$ cat src/rtl/wb_stage_param.sv
// -----------------------------------------------------------------------------
// wb_stage_param -- write-back stage with a two-entry FIFO-ordered buffer.
//
// Each accepted entry captures {we, rd, data}. The data is selected from one of
// four candidate results by in_src_sel. The oldest entry (the head) drives the
// register-file write port. The head retires when the write port is free, or
// at once when the entry does not write. retire_cnt counts retired entries and
// wraps at its width.
//
// Optional feature: define WB_FWD_EN to enable the bypass outputs fwd_*. These
// show the youngest buffered entry with we=1. Without the macro, fwd_* are
// tied to zero.
//
// Parameters:
//   DATA_W   register data width
//   ADDR_W   destination register address width
//   RET_W    retire counter width
// Ports:
//   clk                          clock, rising edge
//   reset                        synchronous, active-high reset
//   flush                        discard all buffered entries
//   in_valid / in_ready          upstream handshake
//   in_src_sel                   0 alu, 1 mem, 2 imm, 3 pc
//   in_alu/in_mem/in_imm/in_pc   candidate results
//   in_rd, in_we                 destination register and write enable
//   rf_ready                     register-file write port free this cycle
//   rf_we/rf_waddr/rf_wdata      register-file write
//   retire_cnt                   count of retired entries
//   fwd_valid/fwd_addr/fwd_data  bypass of youngest writing entry
// -----------------------------------------------------------------------------
module wb_stage_param #(
    parameter int DATA_W = 8,
    parameter int ADDR_W = 3,
    parameter int RET_W  = 16
) (
    input  logic              clk,
    input  logic              reset,
    input  logic              flush,
    input  logic              in_valid,
    output logic              in_ready,
    input  logic [1:0]        in_src_sel,
    input  logic [DATA_W-1:0] in_alu,
    input  logic [DATA_W-1:0] in_mem,
    input  logic [DATA_W-1:0] in_imm,
    input  logic [DATA_W-1:0] in_pc,
    input  logic [ADDR_W-1:0] in_rd,
    input  logic              in_we,
    input  logic              rf_ready,
    output logic              rf_we,
    output logic [ADDR_W-1:0] rf_waddr,
    output logic [DATA_W-1:0] rf_wdata,
    output logic [RET_W-1:0]  retire_cnt,
    output logic              fwd_valid,
    output logic [ADDR_W-1:0] fwd_addr,
    output logic [DATA_W-1:0] fwd_data
);

    // Slot 0 is always the head. Slot 1 holds the younger entry when count==2.
    // Vacated slots are cleared to zero.
    logic [1:0]             r_count;
    logic [1:0]             r_we;
    logic [1:0][ADDR_W-1:0] r_rd;
    logic [1:0][DATA_W-1:0] r_data;
    logic [RET_W-1:0]       r_retire_cnt;

    logic                   w_head_valid;
    logic                   w_retire;
    logic                   w_accept;
    logic                   w_wr_idx;
    logic [DATA_W-1:0]      w_sel_data;
    logic [1:0]             w_count_nx;
    logic [1:0]             w_we_nx;
    logic [1:0][ADDR_W-1:0] w_rd_nx;
    logic [1:0][DATA_W-1:0] w_data_nx;
    logic [RET_W-1:0]       w_retire_cnt_nx;

    function automatic logic [DATA_W-1:0] f_src_mux(
        input logic [1:0]        sel,
        input logic [DATA_W-1:0] alu,
        input logic [DATA_W-1:0] mem,
        input logic [DATA_W-1:0] imm,
        input logic [DATA_W-1:0] pc
    );
        logic [DATA_W-1:0] res;
        case (sel)
            2'd0:    res = alu;
            2'd1:    res = mem;
            2'd2:    res = imm;
            2'd3:    res = pc;
            default: res = {DATA_W{1'b0}};
        endcase
        return res;
    endfunction

    assign in_ready     = (r_count < 2'd2);
    assign w_head_valid = (r_count != 2'd0);
    // A non-writing head does not need the write port, so it retires at once.
    assign w_retire     = w_head_valid && (rf_ready || !r_we[0]);
    assign w_accept     = in_valid && in_ready && !flush;
    assign w_sel_data   = f_src_mux(in_src_sel, in_alu, in_mem, in_imm, in_pc);
    // A new entry lands behind whatever survives this edge. If a retire
    // happens together with an accept, count was 1, so the new entry becomes
    // the head.
    assign w_wr_idx     = w_retire ? 1'b0 : r_count[0];

    // Next-state computation for the buffer and the retire counter.
    always_comb begin
        w_count_nx      = r_count;
        w_we_nx         = r_we;
        w_rd_nx         = r_rd;
        w_data_nx       = r_data;
        w_retire_cnt_nx = r_retire_cnt;
        if (flush) begin
            w_count_nx = 2'd0;
            w_we_nx    = 2'b00;
            w_rd_nx    = '0;
            w_data_nx  = '0;
        end else begin
            if (w_retire) begin
                w_we_nx[0]      = r_we[1];
                w_rd_nx[0]      = r_rd[1];
                w_data_nx[0]    = r_data[1];
                w_we_nx[1]      = 1'b0;
                w_rd_nx[1]      = {ADDR_W{1'b0}};
                w_data_nx[1]    = {DATA_W{1'b0}};
                w_retire_cnt_nx = r_retire_cnt + {{(RET_W-1){1'b0}}, 1'b1};
            end else begin
                w_retire_cnt_nx = r_retire_cnt;
            end
            if (w_accept) begin
                w_we_nx[w_wr_idx]   = in_we;
                w_rd_nx[w_wr_idx]   = in_rd;
                w_data_nx[w_wr_idx] = w_sel_data;
            end else begin
                w_count_nx = r_count;
            end
            w_count_nx = r_count + {1'b0, w_accept} - {1'b0, w_retire};
        end
    end

    // State registers with synchronous reset that overrides everything else.
    always_ff @(posedge clk) begin
        if (reset) begin
            r_count      <= 2'd0;
            r_we         <= 2'b00;
            r_rd         <= '0;
            r_data       <= '0;
            r_retire_cnt <= {RET_W{1'b0}};
        end else begin
            r_count      <= w_count_nx;
            r_we         <= w_we_nx;
            r_rd         <= w_rd_nx;
            r_data       <= w_data_nx;
            r_retire_cnt <= w_retire_cnt_nx;
        end
    end

    assign rf_we      = w_head_valid && r_we[0];
    assign rf_waddr   = w_head_valid ? r_rd[0]   : {ADDR_W{1'b0}};
    assign rf_wdata   = w_head_valid ? r_data[0] : {DATA_W{1'b0}};
    assign retire_cnt = r_retire_cnt;

`ifdef WB_FWD_EN
    // Bypass selection: the youngest buffered entry that writes wins.
    always_comb begin
        fwd_valid = 1'b0;
        fwd_addr  = {ADDR_W{1'b0}};
        fwd_data  = {DATA_W{1'b0}};
        if ((r_count == 2'd2) && r_we[1]) begin
            fwd_valid = 1'b1;
            fwd_addr  = r_rd[1];
            fwd_data  = r_data[1];
        end else if ((r_count != 2'd0) && r_we[0]) begin
            fwd_valid = 1'b1;
            fwd_addr  = r_rd[0];
            fwd_data  = r_data[0];
        end else begin
            fwd_valid = 1'b0;
            fwd_addr  = {ADDR_W{1'b0}};
            fwd_data  = {DATA_W{1'b0}};
        end
    end
`else
    assign fwd_valid = 1'b0;
    assign fwd_addr  = {ADDR_W{1'b0}};
    assign fwd_data  = {DATA_W{1'b0}};
`endif

endmodule

$ cat config.mk
export PLATFORM = sky130hd
export DESIGN_NAME = wb_stage_param
export DESIGN_NICKNAME = d
export VERILOG_FILES = /design/src/rtl/wb_stage_param.sv
export SDC_FILE = /design/constraint.sdc
export NUM_CORES = 1
export LEC_CHECK = 0
export ABC_AREA = 1
export CAP_MARGIN = 15
export CORE_MARGIN = 2
export CORE_UTILIZATION = 30
export DETAILED_ROUTE_END_ITERATION = 12
export SETUP_SLACK_MARGIN = 0.15
export SKIP_CTS_REPAIR_TIMING = 1
export SKIP_LAST_GASP = 1
export SYNTH_ARGS = -nofsm -noshare
export SYNTH_HDL_FRONTEND = slang
export SYNTH_SLANG_ARGS = --single-unit
$ cat constraint.sdc
create_clock -name clk -period 1.7 [get_ports clk]
set_input_delay 0.34 -clock clk [delete_from_list [all_inputs] [get_ports clk]]
set_output_delay 0.34 -clock clk [all_outputs]
set_load 0.02 [all_outputs]
### Word-level counts from Yosys, hierarchy flattened

Cells that the tools add are included.

* bits of input ports: 43
* output and inout port bits: 41
* word-level logic and storage cells: 51
* register bits: 42

* add/sub/neg operators: 3
* equal/unequal tests: 3
* bitwise logic cells: 1
* reduce and logical (&&, ||, !) cells: 12
* order comparisons: 3
* muxes and demuxes: 22

Operator list (number)
* 16-bit two-way mux: 3
* 8-bit case mux with 4 select lines: 1
* 6-bit two-way mux: 3
* 16-bit by 1-bit adder with 16-bit output (second input constant): 1
* 16-bit bitwise mux: 1
* 8-bit two-way mux: 2
* 8-bit demux with 1-bit select: 1
* 6-bit bitwise mux: 1
* 2-bit two-way mux: 3
* 3-bit two-way mux: 2
* 1-bit logical AND: 5
* 2-bit == test (second input constant): 2
* 3-bit demux with 1-bit select: 1
* 2-bit by 1-bit adder with 2-bit output: 1
* 2-bit bitwise mux: 1
* 2-bit by 1-bit == test with 1-bit output (second input constant): 1
* 1-bit logical NOT: 2
* 2-bit logical NOT: 1
* 1-bit by 2-bit less-than comparator with 1-bit output (second input constant): 1
* 2-bit less-than comparator (second input constant): 1
* 1-bit two-way mux: 2
* 2-bit AND reduction: 1
* 2-bit nonzero test: 1
* 2-bit OR reduction: 1
* 5 further kinds: 5

### Depth between registers and ports, before layout

* depth in word-level cells: 10
* gate-level depth with buffers: 11
* mapped depth without buffers: 10

### Least setup slack after synthesis

Ideal clock, no wire load.

* kind: reg2reg
* start: register r_count[1]
* end: register r_count[1]
* clock period less this slack: 1.725 ns
* setup slack: -0.025 ns
* library setup time: 0.120 ns
* arrival: 1.605 ns
* path buffers: 1
* required time: 1.580 ns
* stages on the path, launching flop included: 12
* path through: dfxtp_1 -> inv_2 -> nand2_4 -> nand2_2 -> inv_2 -> buf_2 -> ha_1 -> inv_1 -> ha_1 -> xor2_1 -> o21ai_0 -> a21oi_1

* cells in the longest elaborated chain, start to end: 5
* elaborated cells on any way between the ends: 7
* those cells by class: 2 x add/sub; 1 x order compare; 4 x reduce/logical

Ends and longest elaborated chain
* from (decl): RTL line 60 `logic [1:0] r_count;`
* from (signal assigned): RTL line 150 `r_count <= w_count_nx;`
* 2-bit less-than comparator: RTL line 95 `assign in_ready = (r_count < 2'd2);`
* via in_ready: RTL line 40 `output logic in_ready,`
* 1-bit logical AND (2 in series): RTL line 99 `assign w_accept = in_valid && in_ready && !flush;`
* 2-bit by 1-bit adder with 2-bit output: RTL line 137 `w_count_nx = r_count + {1'b0, w_accept} - {1'b0, w_retire};`
* 2-bit by 1-bit subtractor with 2-bit output: RTL line 137

The timed path passes the listed nets, and every way through them passes these cells.
A chain may end at the register's enable or synchronous reset.

### Final worst setup path

* start: register r_count[1]
* end: output rf_wdata[2]

* cells in the longest elaborated chain, start to end: 2

Ends and longest elaborated chain
* 2-bit nonzero test: RTL line 96 `assign w_head_valid = (r_count != 2'd0);`
* 8-bit two-way mux: RTL line 160 `assign rf_wdata = w_head_valid ? r_data[0] : {DATA_W{1'b0}};`
* to (decl): RTL line 51 `output logic [DATA_W-1:0] rf_wdata,`

No other way between the ends.

==> impl_metrics.ini <==
[synth]
post_synthesis_cells = 353
netlist_top_cells_count = nand2_1 (70), nor2_1 (63), dfxtp_1 (42)
netlist-cell-type-count = 30
synthArstFlopShare_pct = 0
postSynth.topFlopCell = dfxtp_1
synth.yosys.seq_area_share_pct = 36.09
synth-edff-count = 0
netlist.top_cell.by_area = dfxtp_1
syn_area_mm2 = 0.002330
yosysMostFrequentCell = nand2_1
synthTopCellsByArea = dfxtp_1 (36%), nand2_1 (11%), nor2_1 (10%)
yosysWarningCount = 0
ys_ff_latch = 42
synth_top_area_share_pct = 36.09
syn_avg_cell_area_um2 = 6.600

[clock_network]
clock_tree.buffer_depth = 2
cts_tree = yes
cts.htree.levels = 2
insertion_delay_of_the_later_clocked_pin_in_the_worst_skew_pair_ns = 0.29
root_buffer = clkbuf_8
cts.sinks = 42
cts_inserted_buffers = 5
cts.reportedPaths.clkPinSlew_ns = 0.08

[hold_path]
hold_end = r_rd[1]
hold_path_depth = 2
timing.hold.worst.start = r_rd[1]
timing.hold.worst.class = reg2reg

[sta]
layout_min_cycle_time_ns = 1.681
finalClockSkew_ns = 0.01018
layout_setup_ws_ns = 0.01911
timing.final.hold_violations = 0
fmaxAchievable_mhz = 594.9
grt_setup_unrepaired = true
min_period_over_period_pct = 98.88
finalSetupViolations = 0
fin_hold_ws_ns = 0.4648
slew_violations = 0

[grt]
global_route_wire_length_before_repair_um = 10180
global_route.overflow_total = 0
global_route.usage.total_pct = 14.53
grt_antenna_before_repair = 0
maximum_number_of_pins_on_one_net_before_global_route_repair = 26
number_of_global_route_vias_before_repair = 2272

[outcome]
result_of_the_run = completed

[power]
comb_power_share_pct = 22.5
total_power_mw = 2.088
power.sequential.fraction_pct = 48.3
ir_drop_uv = 366.9
p_sw_share_pct = 28.03
power_switching_uw = 585.2
power-per-cell-area_mw_per_mm2 = 599.2
p_int_mw = 1.503
p_leak_nw = 1.670
clock_power_share_pct = 29.2

[worst_setup_path]
endpoint_kind = primary output
critical_path_peak_fanout = 8
setup.worst_path.class = reg2out
reg2reg_from = r_count[1]
r2r_endpoint = r_count[1]
timing.reg2reg.worst_path_depth = 11
worstSetupStartpointType = flop
r2r_slack_ns = 0.15
worst_ep_arrival_time_ns = 1.34
critPathRequiredTime_ns = 1.36

[floorplan]
number_of_placement_rows = 32
area_of_the_die_mm2 = 0.008487
top_level_ports = 84
die_width_um = 92.13
fp.coreArea_mm2 = 0.007607
initial_utilization_pct = 30.62
die_h_um = 92.13

[route]
routedWlPerCell_um = 11.19
wl_um = 6177
dr.pass1.iters = 4
drc = 0
antenna_left = 0
avgViaCountPerCell = 4.491
detail_route.iter0.violations = 66
via_count = 2479

[flow_run]
maxCapViolCount = 0

[place]
place.port_buffers = 71
finalWeightedCongestion = 0.8526
pre_cts_slack_ns = -0.2023
post-dp-hpwl_um = 4651

[finish]
antenna_cells_inserted = 0
layout-drive-gt1-share_pct = 17.56
area_growth_syn_to_layout_pct = 49.57
final_net_count = 496
[final cells by class]
cell class              instances  area [um^2]
flip-flops and latches         42        843.3
clock inverters                 1        7.507
multi-input cells             259         1284
repair buffers                102        991.0
fillers                       785         4123
well taps                     102        127.6
inverters                      40        158.9
clock buffers                   6        72.57
[placed cells by master (no fill, tap or decap), drive strengths merged, types with 6 or more instances in the layout]
master / instances
nor2: 68
buf: 43
nand2: 75
nand4: 12
inv: 39
dfxtp: 42
clkbuf: 6
nand3: 10
dlymetal6s2s: 18
conb: 12
a21oi: 30
clkdlybuf4s50: 41
o21ai: 35
[worst max path at each step]
stage                     startpoint  cells after the start          end
after global routing      r_count[1]                      6  rf_wdata[0]
after floorplan           r_count[1]                     11   r_count[1]
after CTS                 r_count[1]                      5  rf_wdata[2]
final                     r_count[1]                      6  rf_wdata[2]
after global placement      rf_ready                     11   r_count[1]
after detailed placement       flush                      9   r_count[1]
[cells by family (layout without fill, tap and decap cells)]
family / count (synthesis) / after routing / synth area share, %
simple gates: 173 / 173 / 32.92
xor+xnor: 3 / 3 / 1.128
fa+ha+maj: 3 / 3 / 1.611
compound gates: 68 / 68 / 14.93
buf+inv: 63 / 149 / 13.16
flops: 42 / 42 / 36.09
other cells: 1 / 12 / 0.1610
[power groups by stage]
stage	Combinational (mW)	Sequential (mW)	Clock (mW)
2_1_floorplan	0.261	1.03	0
3_3_place_gp	0.452	1.03	0
3_5_place_dp	0.458	1.03	0
4_1_cts	0.459	1.01	0.633
5_1_grt	0.517	1.01	0.680
6_report	0.470	1.01	0.609
[worst max-delay path, stage by stage (launching register included)]
cell and delay [ns]:
dfxtp_2 0.37, inv_4 0.05, nand2_4 0.07, clkinvlp_4 0.12, buf_4 0.19, nor2_1 0.11
buf_4 0.15
[routing by layer]
metal / track usage [%] / share of wire (%)
met5: 0 / 0
met4: 4.229 / 1.2
met3: 3.205 / 4.9
met2: 25.61 / 49
met1: 17.68 / 45
[sequential cells by signal, summed over array words and instances, names as in the netlist]
signal      flops
r_we            2
r_rd            6
r_count         2
retire_cnt     16
r_data         16
[through the flow]
step	utilization (%)	TNS, ns	area (um^2)	std cells
5_1_grt	45.81	-0.2579	3485	552
3_5_place_dp	44.00	-3.274	3347	543
6_report	45.81	0	3485	552
2_1_floorplan	-	0	2416	364
3_3_place_gp	44.00	-2.713	3347	543
4_1_cts	45.05	-4.747	3427	550
Note: power is estimated with default switching activity, not from simulation.
==> RTL edit 1, RTL diff (same flow settings) <==
Build with the macro `WB_FWD_EN` defined.
--- a/src/rtl/wb_stage_param.sv
+++ b/src/rtl/wb_stage_param.sv
@@ -30,2 +30,4 @@
 // -----------------------------------------------------------------------------
+`define WB_FWD_EN
+
 module wb_stage_param #(
Function: changed (Yosys sat finds a counterexample within 4 cycles, from zero or initial values and one cycle with reset high).
==> RTL edit 1 against the original RTL <==
- the flow now finishes with violations (negative setup slack)
- worst setup slack worse by 21 ps
- synthesized area is 4.2% higher
- cell area is 13% higher
- sequential cell count stayed put
- synthesized cell count rose by 5.7%
- critical path depth unchanged
- critical endpoint is now fwd_addr[0]
- global-route usage grew 1.2 points
- wire length is 15% higher
- highest routed layer unchanged
- power up 14%
==> RTL edit 1: results (changes against the original RTL) <==
stage	metric	value	unit	change
synth	ys_types	31		was 30
synth	synth_commonest_cells	nand2_1, nor2_1, inv_1		was nand2_1, nor2_1, dfxtp_1
detailed_routing	wl_met2	3.30	mm	was 3.04 mm
detailed_routing	routed_wl	7.10	mm	was 6.18 mm
detailed_routing	wl_met1	3.35	mm	was 2.76 mm
global_route	grt_pass1_wl	11.1	mm	was 10.2 mm
placed_design	io_buffer_count	83		was 71
sta	layout_setup_ws	-2.33	ps	was 19.1 ps
run_status	violations	negative setup slack		
layout	drive_above_1_share	24.6	%	was 17.6%
detailed_routing	dr_wl_met3	350	um	was 301 um
global_route	grt_pass1_vias	2383		was 2272
worst_setup_path	cp.arrival	1360	ps	was 1340 ps
min_path	hold_path_class	reg2reg		unchanged
placed_design	placed_area	3570	sq um	was 3350 sq um
synth	synthTopCellsByArea	dfxtp_1, nand2_1, nor2_1		unchanged
power_and_ir_drop	cellLeakagePower	1.92	nW	was 1.67 nW
run_status	status	finished, violations left		was complete, no violations
global_route	grt_util_all_layers	15.8	%	was 14.5%
synth	synthAdderAreaFrac	1.55	%	was 1.61%
placed_design	dp_hpwl	5.32	mm	was 4.65 mm
synth	synthXorXnorAreaFrac	1.44	%	was 1.13%
power_and_ir_drop	vdd_ir_drop_max	400	uV	was 367 uV
placed_design	gp_congestion	0.799		was 0.853
layout	nets	529		was 496
sta	setup_viol	1		was 0
sta	finClkSkew	11.0	ps	was 10.2 ps
synth	ys_seq_area_share	34.6	%	was 36.1%
worst_setup_path	crit_start	r_count[0]		was r_count[1]
worst_setup_path	crit_fanout	4		was 8
synth	synth_compound_area_share	17.3	%	was 14.9%
detailed_routing	vias	2681		was 2479
global_route	grt_max_degree	30		was 26
min_path	worstHoldStart	r_data[12]		was r_rd[1]
detailed_routing	drt_iter0_markers	84		was 66
[RTL edit 1: layout make-up]
type	instances	area, sq um
multi-input combinational	266	1490
sequential	42	846
tap	102	128
clock buffer	7	76.3
inverter	52	205
clock inverter	1	30.0
timing repair buffer	116	1160
fill	791	3830
[RTL edit 1: final timing paths]
path	end	slack [ps]
max	fwd_addr[0]	-2
min	r_data[12]	510
max reg2reg	r_count[1]	50
min reg2reg	r_data[12]	510
[RTL edit 1: cell families (layout without fill, tap and decap cells)]
| family | after synthesis | count (layout) |
|---|---|---|
| buf+inv | 65 | 176 |
| flops | 42 | 42 |
| xor+xnor | 4 | 4 |
| compound gates | 74 | 74 |
| simple gates | 185 | 185 |
| fa+ha+maj | 3 | 3 |
[RTL edit 1: where the power goes]
part | leakage, nW | switching (mW) | internal (mW)
clock | 0.0524 | 0.338 | 0.440
sequential | 0.341 | 0.0180 | 1.01
combinational | 1.53 | 0.287 | 0.285
[RTL edit 1: through the flow]
stage / setup WS (ps) / setup TNS (ps) / cells
2_1_floorplan: 152 / 0 / 373
3_3_place_gp: -227 / -4490 / 572
3_5_place_dp: -257 / -5530 / 572
4_1_cts: -599 / -10370 / 580
5_1_grt: -87.9 / -201 / 586
6_report: -2.33 / -2.33 / 586
[RTL edit 1: tightest hold or removal path, delay by kind of cell, from the launching register on]
family             cells  cell delay, ps
AOI/OAI and AO/OA      1              60
DFF                    1             330
and+or+nand+nor        1              80
[RTL edit 1: per-layer routing]
metal  track usage [%]  vias to the layer above
li1                  -                     1422
met1              21.7                     1184
met2              24.7                       69
met3              2.81                        6
met4              5.56                        0
met5                 0                        -
==> RTL edit 2, RTL diff (config.mk and constraints unchanged) <==
Made on the original files. Take the reset off `r_data` and load it in a clocked block of its own.
--- a/src/rtl/wb_stage_param.sv
+++ b/src/rtl/wb_stage_param.sv
@@ -146,3 +146,2 @@
             r_rd         <= '0;
-            r_data       <= '0;
             r_retire_cnt <= {RET_W{1'b0}};
@@ -152,5 +151,8 @@
             r_rd         <= w_rd_nx;
-            r_data       <= w_data_nx;
             r_retire_cnt <= w_retire_cnt_nx;
         end
+    end
+
+    always_ff @(posedge clk) begin
+        r_data <= w_data_nx;
     end
Function: same outputs for any inputs over 10 cycles, from zero or initial values and one cycle with reset high; that may be too few to reach the edited logic, so the function may still have changed.
==> RTL edit 2 against the original RTL <==
- die area decreased by 1.5%
- wire length decreased by 0.31%
- combinational power rose by 5.7%
- synthesized area shrank 1.6%
- power up 2.3%
- cell area fell by 1.5%
- worst setup slack better by 91 ps
- sequential cell count did not move
- largest power group unchanged
==> RTL edit 2: results (changes against the original RTL) <==
stage	metric	value	unit	change
global_route	met1_usage	19.3	%	was 17.7%
layout	drive_above_1_share	16.3	%	was 17.6%
placed_design	gp_congestion	0.767		was 0.853
synth	ys_types	31		was 30
detailed_routing	dr_wl_met3	383	um	was 301 um
worst_setup_path	reg2reg_depth	10		was 11
synth	synth_compound_area_share	12.8	%	was 14.9%
synth	synthTopCellsByArea	dfxtp_1, nand2_1, nor2_1		unchanged
run_status	status	complete, no violations		unchanged
global_route	grt_pass1_vias	2145		was 2272
worst_setup_path	r2r_start	r_count[0]		was r_count[1]
worst_setup_path	cp_slowest_stage_delay	350	ps	was 370 ps
synth	synthAdderAreaFrac	1.64	%	was 1.61%
global_route	use_met2	23.4	%	was 25.6%
detailed_routing	vias	2423		was 2479
power_and_ir_drop	cellLeakagePower	1.70	nW	was 1.67 nW
sta	finClkSkew	5.07	ps	was 10.2 ps
synth	ys_seq_area_share	36.7	%	was 36.1%
worst_setup_path	cp-endpoint	rf_wdata[7]		was rf_wdata[2]
global_route	grt_pass1_wl	9.96	mm	was 10.2 mm
sta	holdWs	461	ps	was 465 ps
power_and_ir_drop	vdd_ir_drop_max	256	uV	was 367 uV
synth	synth_commonest_cells	nand2_1, nor2_1, dfxtp_1		unchanged
detailed_routing	drt_iter0_markers	99		was 66
global_route	gr-usage-met3	2.82	%	was 3.20%
detailed_routing	vias_per_cell	4.53		was 4.49
min_path	hold_end	r_data[2]		was r_rd[1]
layout	nets	482		was 496
placed_design	dp_hpwl	4.53	mm	was 4.65 mm
detailed_routing	wl_met1	2.91	mm	was 2.76 mm
synth	synthXorXnorAreaFrac	1.15	%	was 1.13%
worst_setup_path	crit_fanout	12		was 8
placed_design	dp_cells	525		was 543
detailed_routing	routed_wl	6.16	mm	was 6.18 mm
detailed_routing	wl_met2	2.78	mm	was 3.04 mm
global_route	grt_max_degree	15		was 26
synth	syn_inst	345		was 353
RTL edit 2: cell types whose count changed in the layout (fill, tap and decap cells not counted), sizes merged, moves of 9 or more:
cell    unedited run  this run
buf               43        22
nor2              68        51
clkbuf             6        18
nand2             75        87
o21ai             35        23
nand3             10        19
RTL edit 2: layout make-up:
cell class	instances	area (sq um)
Inverter	42	170
Fill cell	738	3900
Tap cell	99	124
Multi-Input combinational cell	251	1280
Clock buffer	7	76.3
Timing Repair Buffer	94	938
Sequential cell	42	845
RTL edit 2: per-stage QoR:
step | area (sq um) | setup slack [ps] | TNS, ps
finish | 3430 | 110 | 0
global route | 3430 | 79.4 | 0
CTS | 3290 | -255 | -2800
detailed placement | 3220 | -185 | -3190
global placement | 3220 | -120 | -1800
floorplan | 2380 | 95.4 | 0
RTL edit 2: where the power goes:
| part | switching [mW] | internal, mW |
|---|---|---|
| clock network | 0.329 | 0.283 |
| logic | 0.267 | 0.231 |
| registers | 0.0165 | 1.01 |
| total | 0.612 | 1.52 |
